<file path="src/rtl/dmem_arbiter_pkg.sv">
// Shared definitions for the data-memory arbiter: FSM state encoding and
// requester identifiers used by the arbiter top and its round-robin picker.
package dmem_arb_pkg;

    typedef enum logic [1:0] {
        ST_ARB   = 2'd0,
        ST_LOCK0 = 2'd1,
        ST_LOCK1 = 2'd2
    } arb_state_e;

    localparam logic M0 = 1'b0;
    localparam logic M1 = 1'b1;

    // Identity of the master owning a one-hot grant vector (M0 when idle).
    function automatic logic grant_owner(input logic [1:0] gnt);
        return gnt[1];
    endfunction

endpackage

</file>
<file path="src/rtl/dmem_arbiter_if.sv">
// Bus bundle between the two memory masters, the arbiter and the single-port
// data RAM. The slave modport is the arbiter's view; the master modport is the
// environment's view (both masters plus the RAM read-data return).
interface dmem_arbiter_if #(
    parameter int AW = 32,
    parameter int DW = 32
);
    logic          m0_req;
    logic          m0_we;
    logic          m0_lock;
    logic [AW-1:0] m0_addr;
    logic [DW-1:0] m0_wdata;
    logic          m0_gnt;
    logic          m0_rvalid;
    logic [DW-1:0] m0_rdata;

    logic          m1_req;
    logic          m1_we;
    logic          m1_lock;
    logic [AW-1:0] m1_addr;
    logic [DW-1:0] m1_wdata;
    logic          m1_gnt;
    logic          m1_rvalid;
    logic [DW-1:0] m1_rdata;

    logic          mem_read;
    logic          mem_write;
    logic [AW-1:0] mem_addr;
    logic [DW-1:0] mem_wdata;
    logic [DW-1:0] mem_rdata;

    modport slave (
        input  m0_req, m0_we, m0_lock, m0_addr, m0_wdata,
        output m0_gnt, m0_rvalid, m0_rdata,
        input  m1_req, m1_we, m1_lock, m1_addr, m1_wdata,
        output m1_gnt, m1_rvalid, m1_rdata,
        output mem_read, mem_write, mem_addr, mem_wdata,
        input  mem_rdata
    );

    modport master (
        output m0_req, m0_we, m0_lock, m0_addr, m0_wdata,
        input  m0_gnt, m0_rvalid, m0_rdata,
        output m1_req, m1_we, m1_lock, m1_addr, m1_wdata,
        input  m1_gnt, m1_rvalid, m1_rdata,
        input  mem_read, mem_write, mem_addr, mem_wdata,
        output mem_rdata
    );
endinterface

</file>
<file path="src/rtl/dmem_arbiter_rr_arb2.sv">
// Two-input round-robin picker. On contention the master that did not win
// last time is chosen; a lone requester always wins. Disabled -> no grant.
module rr_arb2 (
    input  logic [1:0] req,
    input  logic       last,
    input  logic       enable,
    output logic [1:0] gnt
);

    // One-hot winner selection from the request pair and previous winner.
    always_comb begin
        gnt = 2'b00;
        if (enable) begin
            case (req)
                2'b01:   gnt = 2'b01;
                2'b10:   gnt = 2'b10;
                2'b11:   gnt = last ? 2'b01 : 2'b10;
                default: gnt = 2'b00;
            endcase
        end else begin
            gnt = 2'b00;
        end
    end

endmodule

</file>
<file path="src/rtl/dmem_arbiter.sv">
// Data-RAM arbiter between the CPU load/store unit (m0) and the debug/DMA
// port (m1). One access per cycle, round-robin on contention, with a lock
// mode for read-modify-write that is forcibly released after MAX_LOCK cycles.
module dmem_arbiter
    import dmem_arb_pkg::*;
#(
    parameter int AW       = 32,
    parameter int DW       = 32,
    parameter int MAX_LOCK = 16
) (
    input logic           clk,
    input logic           rst_n,
    dmem_arbiter_if.slave bus
);

    localparam int CW = (MAX_LOCK > 2) ? $clog2(MAX_LOCK) : 1;
    localparam logic [CW-1:0] CNT_LAST = CW'(MAX_LOCK - 1);

    arb_state_e    state_r, state_nxt_s;
    logic          last_r, last_nxt_s;
    logic [CW-1:0] lock_cnt_r, lock_cnt_nxt_s;
    logic          arb_en_s;
    logic [1:0]    rr_gnt_s;
    logic [1:0]    gnt_s;
    logic [1:0]    gnt_q_s;
    logic          rd0_s, rd1_s;
    logic          rvalid0_r, rvalid1_r;
    logic [DW-1:0] rdata0_r, rdata1_r;

    assign arb_en_s = (state_r == ST_ARB);

    rr_arb2 u_rr (
        .req    ({bus.m1_req, bus.m0_req}),
        .last   (last_r),
        .enable (arb_en_s),
        .gnt    (rr_gnt_s)
    );

    // Grant selection, lock entry/exit and lock-duration counting.
    always_comb begin
        state_nxt_s    = state_r;
        last_nxt_s     = last_r;
        lock_cnt_nxt_s = lock_cnt_r;
        gnt_s          = 2'b00;
        case (state_r)
            ST_ARB: begin
                gnt_s          = rr_gnt_s;
                lock_cnt_nxt_s = {CW{1'b0}};
                if (rr_gnt_s != 2'b00) begin
                    last_nxt_s = grant_owner(rr_gnt_s);
                    if (rr_gnt_s[0] && bus.m0_lock) begin
                        state_nxt_s = ST_LOCK0;
                    end else if (rr_gnt_s[1] && bus.m1_lock) begin
                        state_nxt_s = ST_LOCK1;
                    end else begin
                        state_nxt_s = ST_ARB;
                    end
                end else begin
                    state_nxt_s = ST_ARB;
                end
            end
            ST_LOCK0: begin
                gnt_s = {1'b0, bus.m0_req};
                if ((bus.m0_req && !bus.m0_lock) || (lock_cnt_r == CNT_LAST)) begin
                    state_nxt_s    = ST_ARB;
                    last_nxt_s     = M0;
                    lock_cnt_nxt_s = {CW{1'b0}};
                end else if (lock_cnt_r != CNT_LAST) begin
                    lock_cnt_nxt_s = lock_cnt_r + {{(CW-1){1'b0}}, 1'b1};
                end else begin
                    lock_cnt_nxt_s = lock_cnt_r;
                end
            end
            ST_LOCK1: begin
                gnt_s = {bus.m1_req, 1'b0};
                if ((bus.m1_req && !bus.m1_lock) || (lock_cnt_r == CNT_LAST)) begin
                    state_nxt_s    = ST_ARB;
                    last_nxt_s     = M1;
                    lock_cnt_nxt_s = {CW{1'b0}};
                end else if (lock_cnt_r != CNT_LAST) begin
                    lock_cnt_nxt_s = lock_cnt_r + {{(CW-1){1'b0}}, 1'b1};
                end else begin
                    lock_cnt_nxt_s = lock_cnt_r;
                end
            end
            default: begin
                state_nxt_s    = ST_ARB;
                last_nxt_s     = M1;
                lock_cnt_nxt_s = {CW{1'b0}};
            end
        endcase
    end

    // Grants are suppressed while reset is asserted so the RAM sees no access.
    assign gnt_q_s    = gnt_s & {2{rst_n}};
    assign bus.m0_gnt = gnt_q_s[0];
    assign bus.m1_gnt = gnt_q_s[1];
    assign rd0_s      = gnt_q_s[0] & ~bus.m0_we;
    assign rd1_s      = gnt_q_s[1] & ~bus.m1_we;

    // RAM command mux: granted master's request, all zero when idle.
    always_comb begin
        bus.mem_read  = 1'b0;
        bus.mem_write = 1'b0;
        bus.mem_addr  = {AW{1'b0}};
        bus.mem_wdata = {DW{1'b0}};
        if (gnt_q_s[0]) begin
            bus.mem_read  = ~bus.m0_we;
            bus.mem_write = bus.m0_we;
            bus.mem_addr  = bus.m0_addr;
            bus.mem_wdata = bus.m0_wdata;
        end else if (gnt_q_s[1]) begin
            bus.mem_read  = ~bus.m1_we;
            bus.mem_write = bus.m1_we;
            bus.mem_addr  = bus.m1_addr;
            bus.mem_wdata = bus.m1_wdata;
        end else begin
            bus.mem_read  = 1'b0;
            bus.mem_write = 1'b0;
        end
    end

    // Arbitration state, round-robin history and lock counter.
    always_ff @(posedge clk or negedge rst_n) begin
        if (!rst_n) begin
            state_r    <= ST_ARB;
            last_r     <= M1;
            lock_cnt_r <= {CW{1'b0}};
        end else begin
            state_r    <= state_nxt_s;
            last_r     <= last_nxt_s;
            lock_cnt_r <= lock_cnt_nxt_s;
        end
    end

    // Read-data capture: RAM data sampled only on a granted read, then held.
    always_ff @(posedge clk or negedge rst_n) begin
        if (!rst_n) begin
            rvalid0_r <= 1'b0;
            rvalid1_r <= 1'b0;
            rdata0_r  <= {DW{1'b0}};
            rdata1_r  <= {DW{1'b0}};
        end else begin
            rvalid0_r <= rd0_s;
            rvalid1_r <= rd1_s;
            if (rd0_s) begin
                rdata0_r <= bus.mem_rdata;
            end
            if (rd1_s) begin
                rdata1_r <= bus.mem_rdata;
            end
        end
    end

    assign bus.m0_rvalid = rvalid0_r;
    assign bus.m1_rvalid = rvalid1_r;
    assign bus.m0_rdata  = rdata0_r;
    assign bus.m1_rdata  = rdata1_r;

endmodule

</file>
<file path="src/flat_wrapper.sv">
// flat-port wrapper written by rule: the top's interface ports become plain ports
module dmem_arbiter_flat import dmem_arb_pkg::*;
#(
    parameter int AW       = 32,
    parameter int DW       = 32,
    parameter int MAX_LOCK = 16
)
  (clk, rst_n, bus_m0_req, bus_m0_we, bus_m0_lock, bus_m0_addr, bus_m0_wdata, bus_m0_gnt, bus_m0_rvalid, bus_m0_rdata, bus_m1_req, bus_m1_we, bus_m1_lock, bus_m1_addr, bus_m1_wdata, bus_m1_gnt, bus_m1_rvalid, bus_m1_rdata, bus_mem_read, bus_mem_write, bus_mem_addr, bus_mem_wdata, bus_mem_rdata);
  dmem_arbiter_if #(.AW(AW), .DW(DW)) bus_i ();
  input logic clk;
  input logic rst_n;
  input wire logic [$bits(bus_i.m0_req)-1:0] bus_m0_req;
  input wire logic [$bits(bus_i.m0_we)-1:0] bus_m0_we;
  input wire logic [$bits(bus_i.m0_lock)-1:0] bus_m0_lock;
  input wire logic [$bits(bus_i.m0_addr)-1:0] bus_m0_addr;
  input wire logic [$bits(bus_i.m0_wdata)-1:0] bus_m0_wdata;
  output wire logic [$bits(bus_i.m0_gnt)-1:0] bus_m0_gnt;
  output wire logic [$bits(bus_i.m0_rvalid)-1:0] bus_m0_rvalid;
  output wire logic [$bits(bus_i.m0_rdata)-1:0] bus_m0_rdata;
  input wire logic [$bits(bus_i.m1_req)-1:0] bus_m1_req;
  input wire logic [$bits(bus_i.m1_we)-1:0] bus_m1_we;
  input wire logic [$bits(bus_i.m1_lock)-1:0] bus_m1_lock;
  input wire logic [$bits(bus_i.m1_addr)-1:0] bus_m1_addr;
  input wire logic [$bits(bus_i.m1_wdata)-1:0] bus_m1_wdata;
  output wire logic [$bits(bus_i.m1_gnt)-1:0] bus_m1_gnt;
  output wire logic [$bits(bus_i.m1_rvalid)-1:0] bus_m1_rvalid;
  output wire logic [$bits(bus_i.m1_rdata)-1:0] bus_m1_rdata;
  output wire logic [$bits(bus_i.mem_read)-1:0] bus_mem_read;
  output wire logic [$bits(bus_i.mem_write)-1:0] bus_mem_write;
  output wire logic [$bits(bus_i.mem_addr)-1:0] bus_mem_addr;
  output wire logic [$bits(bus_i.mem_wdata)-1:0] bus_mem_wdata;
  input wire logic [$bits(bus_i.mem_rdata)-1:0] bus_mem_rdata;
  assign bus_i.m0_req = bus_m0_req;
  assign bus_i.m0_we = bus_m0_we;
  assign bus_i.m0_lock = bus_m0_lock;
  assign bus_i.m0_addr = bus_m0_addr;
  assign bus_i.m0_wdata = bus_m0_wdata;
  assign bus_m0_gnt = bus_i.m0_gnt;
  assign bus_m0_rvalid = bus_i.m0_rvalid;
  assign bus_m0_rdata = bus_i.m0_rdata;
  assign bus_i.m1_req = bus_m1_req;
  assign bus_i.m1_we = bus_m1_we;
  assign bus_i.m1_lock = bus_m1_lock;
  assign bus_i.m1_addr = bus_m1_addr;
  assign bus_i.m1_wdata = bus_m1_wdata;
  assign bus_m1_gnt = bus_i.m1_gnt;
  assign bus_m1_rvalid = bus_i.m1_rvalid;
  assign bus_m1_rdata = bus_i.m1_rdata;
  assign bus_mem_read = bus_i.mem_read;
  assign bus_mem_write = bus_i.mem_write;
  assign bus_mem_addr = bus_i.mem_addr;
  assign bus_mem_wdata = bus_i.mem_wdata;
  assign bus_i.mem_rdata = bus_mem_rdata;
  dmem_arbiter #(.AW(AW), .DW(DW), .MAX_LOCK(MAX_LOCK)) u_core (.clk(clk), .rst_n(rst_n), .bus(bus_i));
endmodule
</file>
<file path="config.mk">
export PLATFORM = sky130hd
export DESIGN_NAME = dmem_arbiter_flat
export DESIGN_NICKNAME = d
export VERILOG_FILES = /design/src/rtl/dmem_arbiter_pkg.sv /design/src/rtl/dmem_arbiter_if.sv /design/src/rtl/dmem_arbiter_rr_arb2.sv /design/src/rtl/dmem_arbiter.sv /design/src/flat_wrapper.sv
export SDC_FILE = /design/constraint.sdc
export NUM_CORES = 1
export LEC_CHECK = 0
export CORE_AREA = 2 2 117 119
export DETAILED_ROUTE_END_ITERATION = 16
export DIE_AREA = 0 0 119 121
export PLACE_DENSITY = 0.74
export SYNTH_ARGS = -nofsm -noshare
export SYNTH_HDL_FRONTEND = slang
export SYNTH_SLANG_ARGS = --single-unit
</file>
<file path="constraint.sdc">
create_clock -name clk -period 3.8 [get_ports clk]
set_input_delay 0.76 -clock clk [delete_from_list [all_inputs] [get_ports clk]]
set_output_delay 0.76 -clock clk [all_outputs]
set_load 0.03 [all_outputs]
</file>
# After elaboration in Yosys (flattened, before gate mapping)
# Index checks and enable logic that the tools add are counted.
[totals]
register_bits = 73
[op_classes]
addsub = 1
eq_ne = 10
muxes = 26
n_bitwise = 5
reduce_logical = 12
[op_table]
columns = ["op", "n"]
rows = [
  ["$mux 32", 4],
  ["$pmux 2 s3", 3],
  ["$mux 2", 7],
  ["$mux 4", 3],
  ["$pmux 4 s2", 1],
  ["$mux 1", 7],
  ["$eq 2x2->1 const B", 3],
  ["$add 4x1->4 const B", 1],
  ["$eq 2x1->1 const B", 2],
  ["$eq 4x4->1 const B", 1],
  ["$logic_and 1x1->1", 4],
  ["$ne 2x1->1 const B", 2],
  ["$ne 4x4->1 const B", 1],
  ["$pmux 1 s3", 1],
  ["$reduce_and 3->1", 1],
  ["$and 1x1->1", 2],
  ["$and 2x2->2", 1],
  ["$logic_not 1->1", 2],
  ["$logic_not 2->1", 1],
  ["$logic_or 1x1->1", 2],
  ["$ne 2x2->1 const B", 1],
  ["$not 1->1", 2],
  ["$reduce_and 2->1", 1],
  ["$reduce_bool 2->1", 1],
]

# Depth between registers and ports, before layout
[depth]
word_depth = 8
ltp_mapped = 8
ltp_nobuf = 6

# Modules after synthesis
# Synthesis repeated with hierarchy kept, for this count alone.
[hier_totals]
cells_unflattened = 268
area_unflattened_um2 = 3783.6
[by_module_without_submodules]
columns = ["mod", "instances", "cells_per_inst", "area_each_um2"]
rows = [
  ["dmem_arbiter", 1, 263, 3762.4],
  ["rr_arb2", 1, 5, 21.3],
]

# Worst setup path before layout
# OpenSTA, ideal clock, no wires.
[synth_path]
path_kind = "in2out"
startpoint = "input bus_m0_req"
endpoint = "output bus_mem_read"
arrival_time_ps = 2184
t_required_ps = 3040
slack_ps = 856
stages = 5
n_path_buf = 1
path_cell_list = "and2_1 a31oi_1 nand2b_1 buf_2 o31ai_1"
[synth_between]
elab_chain_len = 7
elab_cells_between_ends = 9
classes_between = "eq/ne (3); mux (5); bitwise (1)"
[synth_rtl]
columns = ["item", "line", "source"]
rows = [
  ["start, declared", "flat_wrapper.sv:12", "input wire logic [$bits(bus_i.m0_req)-1:0] bus_m0_req;"],
  ["$eq 2x2->1 / $eq 2x1->1 (equally long branches)", "dmem_arbiter_rr_arb2.sv:14", "case (req)"],
  ["$pmux 2 s3", "dmem_arbiter_rr_arb2.sv:14", ""],
  ["$mux 2", "dmem_arbiter_rr_arb2.sv:13", "if (enable) begin"],
  ["$pmux 2 s3 (*)", "dmem_arbiter.sv:45", "case (state_r)"],
  ["$and 2x2->2 (*)", "dmem_arbiter.sv:95", "assign gnt_q_s = gnt_s & {2{rst_n}};"],
  ["$mux 1", "dmem_arbiter.sv:112", "end else if (gnt_q_s[1]) begin"],
  ["$mux 1 (*)", "dmem_arbiter.sv:107", "if (gnt_q_s[0]) begin"],
  ["end, declared", "flat_wrapper.sv:28", "output wire logic [$bits(bus_i.mem_read)-1:0] bus_mem_read;"],
]
# Every way passes the cells marked *; elsewhere a longest branch is shown, timed or not.

# Worst setup path after layout
[layout_path]
startpoint = "input bus_m0_req"
endpoint = "output bus_mem_addr[0]"
[layout_between]
elab_chain_len = 7
elab_cells_between_ends = 9
classes_between = "eq/ne (3); mux (5); bitwise (1)"
[layout_rtl]
columns = ["item", "line", "source"]
rows = [
  ["$eq 2x2->1 / $eq 2x1->1 (equally long branches)", "dmem_arbiter_rr_arb2.sv:14", ""],
  ["$pmux 2 s3", "dmem_arbiter_rr_arb2.sv:14", ""],
  ["$mux 2", "dmem_arbiter_rr_arb2.sv:13", ""],
  ["$pmux 2 s3 (*)", "dmem_arbiter.sv:45", ""],
  ["$and 2x2->2 (*)", "dmem_arbiter.sv:95", ""],
  ["$mux 32", "dmem_arbiter.sv:112", ""],
  ["$mux 32 (*)", "dmem_arbiter.sv:107", ""],
  ["end, declared", "flat_wrapper.sv:30", "output wire logic [$bits(bus_i.mem_addr)-1:0] bus_mem_addr;"],
]
# Marked as above.

==> flow_summary.ini <==
[status]
outcome = finished clean

[power]
max-vdd-ir-drop_v = 0.000335
power_density_nw_per_um2 = 718
power_leakage_nw = 3.28

[setup_path]
crit_chain = clkdlybuf4s50_1 -> a21boi_1 -> o21ai_1 -> nand2b_2 -> buf_4 -> o22ai_1 -> buf_12
rr_endpoint = u_core.bus.m0_rdata[9]
arrival_ps = 2870
reg2reg_slack_ps = 1430
crit_fanout = 52
crit_type = primary input to primary output
cp-start-kind = primary input
critPathCaptureType = primary output
required_ps = 3040
reg2reg_depth = 6
reg2reg_from = u_core.state_r[0]
crit_slowest_cell = clkdlybuf4s50_1
worstSetupEndpoint = bus_mem_addr[0]
startpoint = bus_m0_req
slowest_delay_ps = 630

[placed_design]
port_buffers = 301
place_inst = 867
place_hpwl_mm = 12.5
gp_congestion = 0.933

[detailed_routing]
drt-initial-drc-count = 246
via_count = 4333
finalWirelength_mm = 15.7
antenna_left = 0
vias_per_cell = 4.91
wl_per_cell_um = 17.8
first_pass_iters = 5
post-route-drc-count = 0

[grt]
grt_max_degree = 74
grt_util_all_layers = 0.211
grt_pass1_wl_mm = 23.5
antenna_found_initial = 0
overflow = 0
grt_pass1_vias = 4223

[timing]
rsz0062_at_grt = no
fin_crit_ps = 3630
skew_ps = 7.42
final.setup.tns_ps = 0
final-max-slew-violation-count = 0
worst_pin_slew_ps = 879
finalHoldViolCount = 0
setup_viol = 0
max_freq_mhz = 276
post-route-period-util = 0.954
slew-limit-headroom = 0.414

[logic_synthesis]
synth-seq-cells = 73
synth-xor-area-share = 0.00218
synth_cells = 414
yosysWarningCount = 0
yosys.area_share.simple = 0.154
synthAdderAreaFrac = 0.0156
syn_nets = 587
synth_top_family_by_area = multiplexers
synth_compound_area_frac = 0.122
synth_area_um2 = 4010
syn_avg_cell_area_um2 = 9.68
ys_seq_area_frac = 0.456
yosysUniqueCellTypes = 36
muxShareOfSynthArea = 0.201

[final_layout]
final_nets = 875
finalNonFillerCells = 883
antenna_cells = 0
syn_to_final_growth_pct = 87.6
final_core_util = 0.575
drive_gt1_frac = 0.205

[cts]
cts_root_buf = clkbuf_16
cts_setup_buffers = 0
cts_buffers = 9
ctsHtreeMaxLevel = 3
clock_latency_ps = 330
clock-sinks = 73
cts_buffer_depth = 2
cts-resized-gates = 0
cts_tree = built
hold_buffers = 0
clk_pin_slew_ps = 50

[floorplanning]
core_um2 = 13100
io_pins = 302
std_cell_rows = 42
dieArea_um2 = 14400
dieWidth_um = 119
die_h_um = 121
initial_core_util = 0.306

[min_path]
hold_path_class = flip-flop to flip-flop
min_path_cells = 1

[job]
drv_cap = 0
[power by group]
part           switching [mW]  total, mW  internal, mW
Clock                   0.312      0.840         0.527
Combinational            1.76       3.21          1.46
Sequential              0.202       1.34          1.14
Total                    2.27       5.40          3.13
[cells in the final DEF (no fill, tap or decap), types with 2 or more instances in the layout]
cell type and n:
a31oi_1 2, and2_1 2, buf_12 17, buf_4 61
clkbuf_1 2, clkbuf_16 9, clkdlybuf4s50_1 234, clkinvlp_4 2
dfrtp_1 72, ha_1 5, inv_1 4, mux2_1 17
mux2_2 27, mux2_4 20, nand2_1 131, nand2b_1 4
nand3_1 3, nor2_1 3, nor3b_1 2, o22ai_1 65
[kinds of logic (layout without fill, tap and decap cells)]
logic type      after synthesis  in the layout
fa+ha+maj                     5              5
xor+xnor                      1              1
compound gates               77             77
flops                        73             73
mux                          65             65
buf+inv                      40            333
simple gates                153            153
[registers in the layout, indices dropped and copies added, names as in the netlist]
signal / cells
u_core.state_r: 2
u_core.bus.m0_rdata: 32
u_core.bus.m1_rvalid: 1
u_core.lock_cnt_r: 4
u_core.last_r: 1
u_core.bus.m0_rvalid: 1
u_core.bus.m1_rdata: 32
[how the worst min path moves through the flow]
stage | from | endpoint | slack [ps]
finish | u_core.bus.m1_rdata[29] | u_core.bus.m1_rdata[29] | 490
global route | u_core.bus.m1_rdata[29] | u_core.bus.m1_rdata[29] | 500
CTS | u_core.bus.m0_rdata[7] | u_core.bus.m0_rdata[7] | 490
detailed placement | u_core.bus.m1_rdata[29] | u_core.bus.m1_rdata[29] | 480
global placement | u_core.bus.m0_rdata[8] | u_core.bus.m0_rdata[8] | 470
floorplan | rst_n | u_core.bus.m0_rdata[0] | 460
[synth_stat cells]
| cell | count | share of area |
|---|---|---|
| a21boi_1 | 1 | 0.0019 |
| a21o_1 | 1 | 0.0019 |
| a21oi_1 | 1 | 0.0012 |
| a22o_1 | 1 | 0.0022 |
| a311oi_1 | 1 | 0.0022 |
| a31oi_1 | 3 | 0.0047 |
| and2_1 | 2 | 0.0031 |
| and3_1 | 1 | 0.0016 |
| buf_1 | 3 | 0.0028 |
| buf_2 | 3 | 0.0037 |
| buf_4 | 1 | 0.0019 |
| buf_6 | 5 | 0.014 |
| clkbuf_1 | 24 | 0.022 |
| dfrtp_1 | 72 | 0.45 |
| dfstp_2 | 1 | 0.0066 |
| ha_1 | 5 | 0.016 |
| inv_1 | 4 | 0.0037 |
| mux2_1 | 17 | 0.048 |
| mux2_2 | 27 | 0.076 |
| mux2_4 | 20 | 0.075 |
| mux2i_1 | 1 | 0.0025 |
| nand2_1 | 131 | 0.12 |
| nand2b_1 | 5 | 0.0078 |
| nand3_1 | 3 | 0.0037 |
| nand4_1 | 1 | 0.0016 |
| nor2_1 | 3 | 0.0028 |
| nor2b_1 | 2 | 0.0031 |
| nor3_1 | 1 | 0.0012 |
| nor3b_1 | 2 | 0.0037 |
| o21ai_0 | 1 | 0.0012 |
| o21ai_1 | 1 | 0.0012 |
| o22a_1 | 1 | 0.0022 |
| o22ai_1 | 65 | 0.10 |
| o31ai_1 | 1 | 0.0019 |
| or3_1 | 2 | 0.0031 |
| xnor2_1 | 1 | 0.0022 |
[area by class of cell]
cell class,instances,area (um2)
Tap cell,176,220
Multi-Input combinational cell,301,2010
Clock buffer,12,246
Inverter,4,15.0
Timing Repair Buffer,313,3150
Clock inverter,4,53.8
Sequential cell,73,1830
Fill cell,1068,5560
[through the flow]
stage | worst slack, ps | hold WS, ps | area, um2 | power (mW)
2_1_floorplan | 856 | 461 | 4010 | 3.11
3_3_place_gp | 297 | 472 | 7220 | 4.51
3_5_place_dp | 176 | 483 | 7220 | 4.58
4_1_cts | 172 | 495 | 7520 | 5.44
5_1_grt | 6.16 | 499 | 7520 | 5.64
6_report | 173 | 489 | 7520 | 5.40
[layer usage]
metal,global-route usage,wire (um),vias up,part of all wire
met5,0,0,-,0
met4,0.0751,376,0,0.024
met3,0.0630,1540,28,0.098
met2,0.370,7900,249,0.50
met1,0.243,5880,2030,0.37
li1,-,-,2026,-
[critical path, delay by kind of cell]
family          cells  cell delay [ps]
buf+inv             3             1280
compound gates      3              630
simple gates        1              180
No activity file was read; power rests on OpenSTA's default activity.
